**src/rtl/multicycle_controller_if.sv**
```systemverilog
// rtl/multicycle_controller_if.sv - control/handshake bundle between multicycle_controller and its datapath
//
// Signals:
//   opcode      IR[6:0] from the datapath
//   mem_ready   memory access completes this cycle
//   pc_write, branch, ir_write, adr_src, mem_read, mem_write, reg_write  datapath strobes
//   alu_src_a, alu_src_b, alu_op, result_src                             datapath selects
//   state, trap, trap_cause, instret                                     status / debug
// Modports: master = controller, slave = datapath side.
interface multicycle_controller_if #(
  parameter int CNT_W = 32
);
  logic [6:0]       opcode;
  logic             mem_ready;
  logic             pc_write;
  logic             branch;
  logic             ir_write;
  logic             adr_src;
  logic             mem_read;
  logic             mem_write;
  logic             reg_write;
  logic [1:0]       alu_src_a;
  logic [1:0]       alu_src_b;
  logic [1:0]       alu_op;
  logic [1:0]       result_src;
  logic [3:0]       state;
  logic             trap;
  logic [1:0]       trap_cause;
  logic [CNT_W-1:0] instret;

  modport master (
    input  opcode, mem_ready,
    output pc_write, branch, ir_write, adr_src, mem_read, mem_write, reg_write,
           alu_src_a, alu_src_b, alu_op, result_src, state, trap, trap_cause, instret
  );

  modport slave (
    output opcode, mem_ready,
    input  pc_write, branch, ir_write, adr_src, mem_read, mem_write, reg_write,
           alu_src_a, alu_src_b, alu_op, result_src, state, trap, trap_cause, instret
  );
endinterface

```
**src/rtl/multicycle_controller.sv**
```systemverilog
// rtl/multicycle_controller.sv - FSM sequencing a shared-resource multicycle RV32I datapath
//
// Ports:
//   clk    system clock, rising edge
//   reset  asynchronous active-low reset
//   bus    multicycle_controller_if.master: opcode/mem_ready in, strobes, selects and status out
// Parameters:
//   MEM_TIMEOUT  max wait cycles for mem_ready per access (0 disables the watchdog)
//   CNT_W        width of the retired-instruction counter
module multicycle_controller #(
  parameter int MEM_TIMEOUT = 16,
  parameter int CNT_W       = 32
) (
  input  logic                     clk,
  input  logic                     reset,
  multicycle_controller_if.master  bus
);

  localparam int WAIT_W = $clog2(MEM_TIMEOUT + 2);

  localparam logic [6:0] OP_LW   = 7'b0000011;
  localparam logic [6:0] OP_SW   = 7'b0100011;
  localparam logic [6:0] OP_R    = 7'b0110011;
  localparam logic [6:0] OP_I    = 7'b0010011;
  localparam logic [6:0] OP_BR   = 7'b1100011;
  localparam logic [6:0] OP_JAL  = 7'b1101111;
  localparam logic [6:0] OP_JALR = 7'b1100111;

  typedef enum logic [3:0] {
    S_FETCH    = 4'd0,
    S_DECODE   = 4'd1,
    S_MEMADR   = 4'd2,
    S_MEMREAD  = 4'd3,
    S_MEMWB    = 4'd4,
    S_MEMWRITE = 4'd5,
    S_EXECR    = 4'd6,
    S_EXECI    = 4'd7,
    S_ALUWB    = 4'd8,
    S_BRANCH   = 4'd9,
    S_JAL      = 4'd10,
    S_JALR     = 4'd11,
    S_TRAP     = 4'd12
  } state_t;

  state_t             state;
  state_t             nxt;
  logic [1:0]         nxt_cause;
  logic [1:0]         cause_q;
  logic [WAIT_W-1:0]  wcnt;
  logic [CNT_W-1:0]   instret_q;
  logic               waiting;
  logic               timeout;
  logic               retire;

  always_comb begin
    waiting   = (state == S_FETCH) || (state == S_MEMREAD) || (state == S_MEMWRITE);
    // A ready on the timeout cycle wins, so the watchdog only fires while ready is low.
    timeout   = waiting && !bus.mem_ready && (MEM_TIMEOUT != 0) &&
                (wcnt == WAIT_W'(MEM_TIMEOUT));
    retire    = (state == S_MEMWB) || (state == S_MEMWRITE) ||
                (state == S_ALUWB) || (state == S_BRANCH);
    nxt       = state;
    nxt_cause = 2'b00;
    case (state)
      S_FETCH:    if (bus.mem_ready) nxt = S_DECODE;
      S_DECODE: begin
        case (bus.opcode)
          OP_LW, OP_SW: nxt = S_MEMADR;
          OP_R:         nxt = S_EXECR;
          OP_I:         nxt = S_EXECI;
          OP_BR:        nxt = S_BRANCH;
          OP_JAL:       nxt = S_JAL;
          OP_JALR:      nxt = S_JALR;
          default: begin
            nxt       = S_TRAP;
            nxt_cause = 2'b01;
          end
        endcase
      end
      S_MEMADR:   nxt = (bus.opcode == OP_LW) ? S_MEMREAD : S_MEMWRITE;
      S_MEMREAD:  if (bus.mem_ready) nxt = S_MEMWB;
      S_MEMWB:    nxt = S_FETCH;
      S_MEMWRITE: if (bus.mem_ready) nxt = S_FETCH;
      S_EXECR:    nxt = S_ALUWB;
      S_EXECI:    nxt = S_ALUWB;
      S_ALUWB:    nxt = S_FETCH;
      S_BRANCH:   nxt = S_FETCH;
      S_JAL:      nxt = S_ALUWB;
      S_JALR:     nxt = S_JAL;
      S_TRAP:     nxt = S_TRAP;
      default:    nxt = S_FETCH;
    endcase
    if (timeout) begin
      nxt       = S_TRAP;
      nxt_cause = 2'b10;
    end
  end

  always_ff @(posedge clk or negedge reset) begin
    if (!reset) begin
      state     <= S_FETCH;
      wcnt      <= '0;
      cause_q   <= 2'b00;
      instret_q <= '0;
    end else begin
      state <= nxt;
      if (nxt != state)
        wcnt <= '0;
      else if (waiting && !bus.mem_ready)
        wcnt <= wcnt + WAIT_W'(1);
      if ((nxt == S_TRAP) && (state != S_TRAP))
        cause_q <= nxt_cause;
      if (retire && (nxt == S_FETCH))
        instret_q <= instret_q + CNT_W'(1);
    end
  end

  // Strobes are decoded from the registered state and gated by reset so a pending
  // memory request disappears the moment reset is asserted.
  always_comb begin
    bus.pc_write   = 1'b0;
    bus.branch     = 1'b0;
    bus.ir_write   = 1'b0;
    bus.adr_src    = 1'b0;
    bus.mem_read   = 1'b0;
    bus.mem_write  = 1'b0;
    bus.reg_write  = 1'b0;
    bus.alu_src_a  = 2'b00;
    bus.alu_src_b  = 2'b00;
    bus.alu_op     = 2'b00;
    bus.result_src = 2'b00;
    bus.trap       = 1'b0;
    if (reset) begin
      case (state)
        S_FETCH: begin
          bus.mem_read   = 1'b1;
          bus.alu_src_b  = 2'b10;
          bus.result_src = 2'b10;
          bus.ir_write   = bus.mem_ready;
          bus.pc_write   = bus.mem_ready;
        end
        S_DECODE: begin
          bus.alu_src_a = 2'b01;
          bus.alu_src_b = 2'b01;
        end
        S_MEMADR, S_JALR: begin
          bus.alu_src_a = 2'b10;
          bus.alu_src_b = 2'b01;
        end
        S_MEMREAD: begin
          bus.mem_read = 1'b1;
          bus.adr_src  = 1'b1;
        end
        S_MEMWB: begin
          bus.result_src = 2'b01;
          bus.reg_write  = 1'b1;
        end
        S_MEMWRITE: begin
          bus.mem_write = 1'b1;
          bus.adr_src   = 1'b1;
        end
        S_EXECR: begin
          bus.alu_src_a = 2'b10;
          bus.alu_op    = 2'b10;
        end
        S_EXECI: begin
          bus.alu_src_a = 2'b10;
          bus.alu_src_b = 2'b01;
          bus.alu_op    = 2'b10;
        end
        S_ALUWB:  bus.reg_write = 1'b1;
        S_BRANCH: begin
          bus.alu_src_a = 2'b10;
          bus.alu_op    = 2'b01;
          bus.branch    = 1'b1;
        end
        S_JAL: begin
          bus.alu_src_a = 2'b01;
          bus.alu_src_b = 2'b10;
          bus.pc_write  = 1'b1;
        end
        S_TRAP:  bus.trap = 1'b1;
        default: bus.trap = 1'b0;
      endcase
    end
  end

  assign bus.state      = state;
  assign bus.trap_cause = cause_q;
  assign bus.instret    = instret_q;

endmodule

```
**src/flat_wrapper.sv**
```systemverilog
// flat-port wrapper written by rule: the top's interface ports become plain ports
module multicycle_controller_flat 
#(
  parameter int MEM_TIMEOUT = 16,
  parameter int CNT_W       = 32
)
  (clk, reset, bus_opcode, bus_mem_ready, bus_pc_write, bus_branch, bus_ir_write, bus_adr_src, bus_mem_read, bus_mem_write, bus_reg_write, bus_alu_src_a, bus_alu_src_b, bus_alu_op, bus_result_src, bus_state, bus_trap, bus_trap_cause, bus_instret);
  multicycle_controller_if #(.CNT_W(CNT_W)) bus_i ();
  input  logic clk;
  input  logic reset;
  input wire logic [$bits(bus_i.opcode)-1:0] bus_opcode;
  input wire logic [$bits(bus_i.mem_ready)-1:0] bus_mem_ready;
  output wire logic [$bits(bus_i.pc_write)-1:0] bus_pc_write;
  output wire logic [$bits(bus_i.branch)-1:0] bus_branch;
  output wire logic [$bits(bus_i.ir_write)-1:0] bus_ir_write;
  output wire logic [$bits(bus_i.adr_src)-1:0] bus_adr_src;
  output wire logic [$bits(bus_i.mem_read)-1:0] bus_mem_read;
  output wire logic [$bits(bus_i.mem_write)-1:0] bus_mem_write;
  output wire logic [$bits(bus_i.reg_write)-1:0] bus_reg_write;
  output wire logic [$bits(bus_i.alu_src_a)-1:0] bus_alu_src_a;
  output wire logic [$bits(bus_i.alu_src_b)-1:0] bus_alu_src_b;
  output wire logic [$bits(bus_i.alu_op)-1:0] bus_alu_op;
  output wire logic [$bits(bus_i.result_src)-1:0] bus_result_src;
  output wire logic [$bits(bus_i.state)-1:0] bus_state;
  output wire logic [$bits(bus_i.trap)-1:0] bus_trap;
  output wire logic [$bits(bus_i.trap_cause)-1:0] bus_trap_cause;
  output wire logic [$bits(bus_i.instret)-1:0] bus_instret;
  assign bus_i.opcode = bus_opcode;
  assign bus_i.mem_ready = bus_mem_ready;
  assign bus_pc_write = bus_i.pc_write;
  assign bus_branch = bus_i.branch;
  assign bus_ir_write = bus_i.ir_write;
  assign bus_adr_src = bus_i.adr_src;
  assign bus_mem_read = bus_i.mem_read;
  assign bus_mem_write = bus_i.mem_write;
  assign bus_reg_write = bus_i.reg_write;
  assign bus_alu_src_a = bus_i.alu_src_a;
  assign bus_alu_src_b = bus_i.alu_src_b;
  assign bus_alu_op = bus_i.alu_op;
  assign bus_result_src = bus_i.result_src;
  assign bus_state = bus_i.state;
  assign bus_trap = bus_i.trap;
  assign bus_trap_cause = bus_i.trap_cause;
  assign bus_instret = bus_i.instret;
  multicycle_controller #(.MEM_TIMEOUT(MEM_TIMEOUT), .CNT_W(CNT_W)) u_core (.clk(clk), .reset(reset), .bus(bus_i));
endmodule
```
**config.mk**
```make
export PLATFORM = sky130hd
export DESIGN_NAME = multicycle_controller_flat
export DESIGN_NICKNAME = d
export VERILOG_FILES = /design/src/rtl/multicycle_controller_if.sv /design/src/rtl/multicycle_controller.sv /design/src/flat_wrapper.sv
export SDC_FILE = /design/constraint.sdc
export NUM_CORES = 1
export LEC_CHECK = 0
export ABC_AREA = 1
export CAP_MARGIN = 20
export CORE_MARGIN = 2
export CORE_UTILIZATION = 45
export DETAILED_ROUTE_END_ITERATION = 10
export PLACE_DENSITY = 0.69
export RECOVER_POWER = 100
export SYNTH_ARGS = -nofsm -noshare
export SYNTH_HDL_FRONTEND = slang
export SYNTH_SLANG_ARGS = --single-unit
```
**constraint.sdc**
```tcl
create_clock -name clk -period 2.19 [get_ports clk]
set_input_delay 0.438 -clock clk [delete_from_list [all_inputs] [get_ports clk]]
set_output_delay 0.438 -clock clk [all_outputs]
set_load 0.1 [all_outputs]
```
# Yosys cells after proc, flatten, opt, wreduce, memory -nomap -nowiden
# Cells that the tools add are included.
# word_totals
inputBits	10
reg_bits	43
out_inout_bits	54
# classes
mux	36
n_eq_ne	23
reduce_logical	24
n_addsub	2
# ops
cell	count
$add 32x1->32 const B	1
$pmux 4 s8	1
$eq 4x4->1 const B	6
$pmux 4 s6	1
$eq 7x7->1 const B	3
$mux 1	17
$eq 4x3->1 const B	4
$mux 4	4
$pmux 2 s2	4
$eq 7x6->1 const B	2
$reduce_or 2->1	7
$mux 2	5
$mux 5	2
$eq 4x2->1 const B	2
$logic_not 4->1	2
$eq 7x2->1 const B	1
$eq 7x5->1 const B	1
$reduce_or 7->1	1
$add 5x1->5 const B	1
$eq 5x5->1 const B	1
$logic_or 1x1->1	5
$reduce_or 5->1	1
$eq 4x1->1 const B	1
$logic_and 1x1->1	4
other kinds (8)	8

# Logic depth before layout (Yosys ltp)
# logic_depth
depth_word	8
ltp_mapped	14
ltp_nobuf	13

# Least setup slack after synthesis
# OpenSTA, ideal clock, no wires.
# synth_path
kind	flip-flop to output port
startpoint	register u_core.state[1], in the netlist u_core.bus.state[1]
endpoint	output port bus_alu_src_a[1]
stages_incl_launch_ff	5
required_time_ns	1.752
setup_slack_ns	-2.825
t_arrival_ns	4.577
path_buffers	0
path_cell_list	dfrtp_1 -> inv_1 -> nor3_1 -> nor2_1 -> o21ai_0
# synth_between
elab_chain_len	4
elab_cells_between_ends	11
# synth_rtl
item	line	source
from (decl)	multicycle_controller.sv:45	state_t state;
from (signal assigned)	multicycle_controller.sv:106	state <= nxt;
$eq 4x2->1 (tied with other cells)	multicycle_controller.sv:134	case (state)
$reduce_or 5->1 (no source line) or $reduce_or 2->1 (tied branches)	-	
$pmux 2 s2 *	multicycle_controller.sv:134	
$mux 2 *	multicycle_controller.sv:133	if (reset) begin
to (decl)	flat_wrapper.sv:20	output wire logic [$bits(bus_i.alu_src_a)-1:0] bus_alu_src_a;
# Mark *: on every way between the ends. The rest lies on a longest branch, timed or not.

# Worst setup path after layout
# layout_path
startpoint	register u_core.state[3], in the netlist u_core.bus.state[3]
endpoint	output port bus_adr_src
# layout_between
elab_chain_len	4
elab_cells_between_ends	5
# layout_rtl
item	line	source
$eq 4x3->1 or $eq 4x2->1 (tied branches)	multicycle_controller.sv:134	
$reduce_or 2->1 (no source line) *	-	
$mux 1 *	multicycle_controller.sv:134	
$mux 1 *	multicycle_controller.sv:133	
to (decl)	flat_wrapper.sv:16	output wire logic [$bits(bus_i.adr_src)-1:0] bus_adr_src;
# Marks and branches as above.

==> key figures <==
Placed design
  • Dpl hpwl: 6810 um
  • IO Port Bufs: 63
  • GPL Wtd Cong: 0.969
  • Dpl cells: 590

Die
  • Core Region: 0.00635 sq mm
  • Initial core utilization: 0.464
  • Die area: 0.00721 sq mm
  • I/O Pins: 64
  • Chip Height: 84.9 um
  • Die W: 84.9 um
  • Row Count: 29

Layout
  • Share of cells above drive strength 1: 0.253
  • Nets: 537
  • Ant diodes: 0
  • Fin cells: 602
  • Area growth syn-to-layout: 41.9%

Timing
  • Final Cycle Share: 0.982
  • Min Tclk post-route: 2.15 ns
  • Fin. Hold Viols: 0
  • Fmax: 465 MHz
  • Clock Skew: 0.00725 ns
  • Worst-Margin Slew: 1.06 ns
  • Unrepaired setup endpoints after global routing: yes
  • Final setup viols: 0
  • Final Max Tran Viols: 0
  • Setup total negative slack: 0 ns
  • Worst slew margin: 0.290
  • Hold WS: 0.174 ns

Worst setup path
  • Crit end category: output port
  • Worst path cell trace: nor2_4 -> nand2_1 -> buf_4 -> a21oi_4 -> buf_12
  • Kind of critical path: flop to output port
  • CP delay by family, top: flip-flops
  • Crit path buf inv count: 2
  • Crit path max fanout: 7
  • Critical Path AT: 1.71 ns
  • Critical path required time: 1.75 ns
  • Slowest CP cell: dfrtp_4
  • Startpoint Class: flop
  • Crit path largest cell delay: 0.54 ns

Synth
  • Synth cell types: 26
  • Sequential fraction of the synthesis area: 0.365
  • Ys flop type: dfrtp_1
  • Synth Cell Area: 0.00295 sq mm
  • Synth warn: 0
  • Mapped Nets: 453
  • Yosys reg bits: 43
  • Synth Instances: 440
  • Mapped Avg Cell Area: 6.70 sq um
  • Post-synth EDFFs: 0
  • Post-synthesis async set-or-reset flop share: 1.00

GRT
  • Vias in the first global route: 2804
  • Antenna violations before repair: 0
  • Global route overflow: 0
  • Total GRT Usage: 0.239
  • First-pass GRT wire length: 13800 um
  • Largest net degree at the start of global routing: 34

Routing
  • DR WL/cell: 14.3 um
  • Via density: 5.20
  • Routed Antenna Nets: 0
  • Number of DRC markers in iteration 0: 195
  • Final wirelength: 8610 um
  • Drt first pass iters: 4
  • DR vias: 3132
  • Post-route DRC: 0

Clock network
  • Hold buffers post-CTS: 0
  • Htree depth: 2
  • Num CTS Buffers: 5
  • CTS Sinks: 43
  • Clock-pin slew on the worst setup and hold paths: 0.09 ns
  • CTS tree: yes
  • CTS root buf: clkbuf_8
  • Worst-Skew Late Latency: 0.30 ns
  • Max clock buf depth: 2

Min path
  • Hold WC Path Type: input pin to asynchronous set/reset pin

Pwr
  • P per Cell Area: 1050 mW/mm^2
  • Worst vdd ir: 1170 uV
  • LEAKAGE: 2.00 nW
  • Total power: 4.38 mW

Job
  • Reported max-cap violation count: 0

Outcome
  • Status: finished clean
==> sequential cells by signal (all words and copies together), names as in the netlist <==
| register | cells |
|---|---|
| u_core.wcnt | 5 |
| u_core.bus.trap_cause | 2 |
| u_core.bus.instret | 32 |
| u_core.bus.state | 4 |
==> synthesized netlist by cell type (7+ instances only) <==
cell type,n,area share
a21oi_1,9,0.015
dfrtp_1,43,0.37
xnor2_1,10,0.030
nor3_1,16,0.027
o21ai_1,10,0.017
nand3_1,21,0.036
nor4_1,7,0.015
nand2_1,173,0.22
nor2_1,56,0.071
inv_1,37,0.047
xor2_1,14,0.042
nand3b_1,9,0.023
==> layout by cell type (no fill, tap or decap), types with 5 or more instances in the layout <==
master and instances:
nor4_1 7, nand3_1 18, a21oi_4 6, clkdlybuf4s50_1 8
nand3b_1 9, nand4_1 6, clkbuf_8 7, nor2_4 10
nand2_1 170, xnor2_1 10, buf_12 18, dfrtp_1 36
clkbuf_2 7, xor2_1 14, nor2_1 47, inv_1 33
o21ai_0 5, o21ai_1 10, buf_4 50, nor3_1 13
==> final cells by class <==
class	instances	area [sq um]
clock buffers	7	96.3
clock inverters	1	7.51
fillers	586	2170
inverters	39	151
multi-input cells	350	1880
flip-flops and latches	43	1090
well taps	77	96.3
repair buffers	85	860
==> worst paths after layout <==
kind	cells after the start	from	slack, ns	endpoint
setup / recovery	5	u_core.bus.state[3]$_DFF_PN0_	0.04	bus_adr_src
max in group asynchronous	2	reset	0.97	u_core.bus.state[0]$_DFF_PN0_
hold / removal	2	reset	0.17	u_core.bus.instret[10]$_DFFE_PN0P_
hold reg to reg	2	u_core.bus.trap_cause[1]$_DFFE_PN0P_	0.47	u_core.bus.trap_cause[1]$_DFFE_PN0P_
min in group clk	2	u_core.bus.trap_cause[1]$_DFFE_PN0P_	0.47	u_core.bus.trap_cause[1]$_DFFE_PN0P_
setup reg to reg	11	u_core.bus.state[0]$_DFF_PN0_	0.17	u_core.bus.instret[4]$_DFFE_PN0P_
==> cells by family after synthesis <==
logic type | synth area share
and+or+nand+nor | 0.438
buffers and inverters | 0.0683
DFF | 0.365
AOI/OAI and AO/OA | 0.0446
xor gates and xnor gates | 0.0713
adders and majority gates | 0.0127
==> what timing repair did <==
item                                    in CTS  in global routing
resized for setup                            2                 10
setup buffers                                1                  3
pin swaps                                    1                  3
endpoints found under the setup margin       6                 11
gates cloned                                 0                  0
==> where the power goes <==
part / leakage (nW) / internal [mW] / switching (mW)
clock: 0.0505 / 0.287 / 0.276
sequential: 0.576 / 0.911 / 0.141
combinational: 1.37 / 0.797 / 1.97
total: 2.00 / 1.99 / 2.39
==> through the flow <==
stage               setup WS [ns]   util  area [sq um]
detailed placement         -0.104  0.633          4020
CTS                       0.00243  0.652          4140
finish                     0.0392  0.659          4180
global placement          -0.0244  0.633          4020
global route              -0.0451  0.659          4180
floorplan                  -0.316      -          3130
==> layer usage <==
metal	global-route usage	wire length (um)	vias to the layer above
li1	-	-	1566
met1	0.379	4370	1476
met2	0.349	3710	81
met3	0.0311	452	9
met4	0.0505	71	0
met5	0	0	-
(Power assumes the default switching activity.)
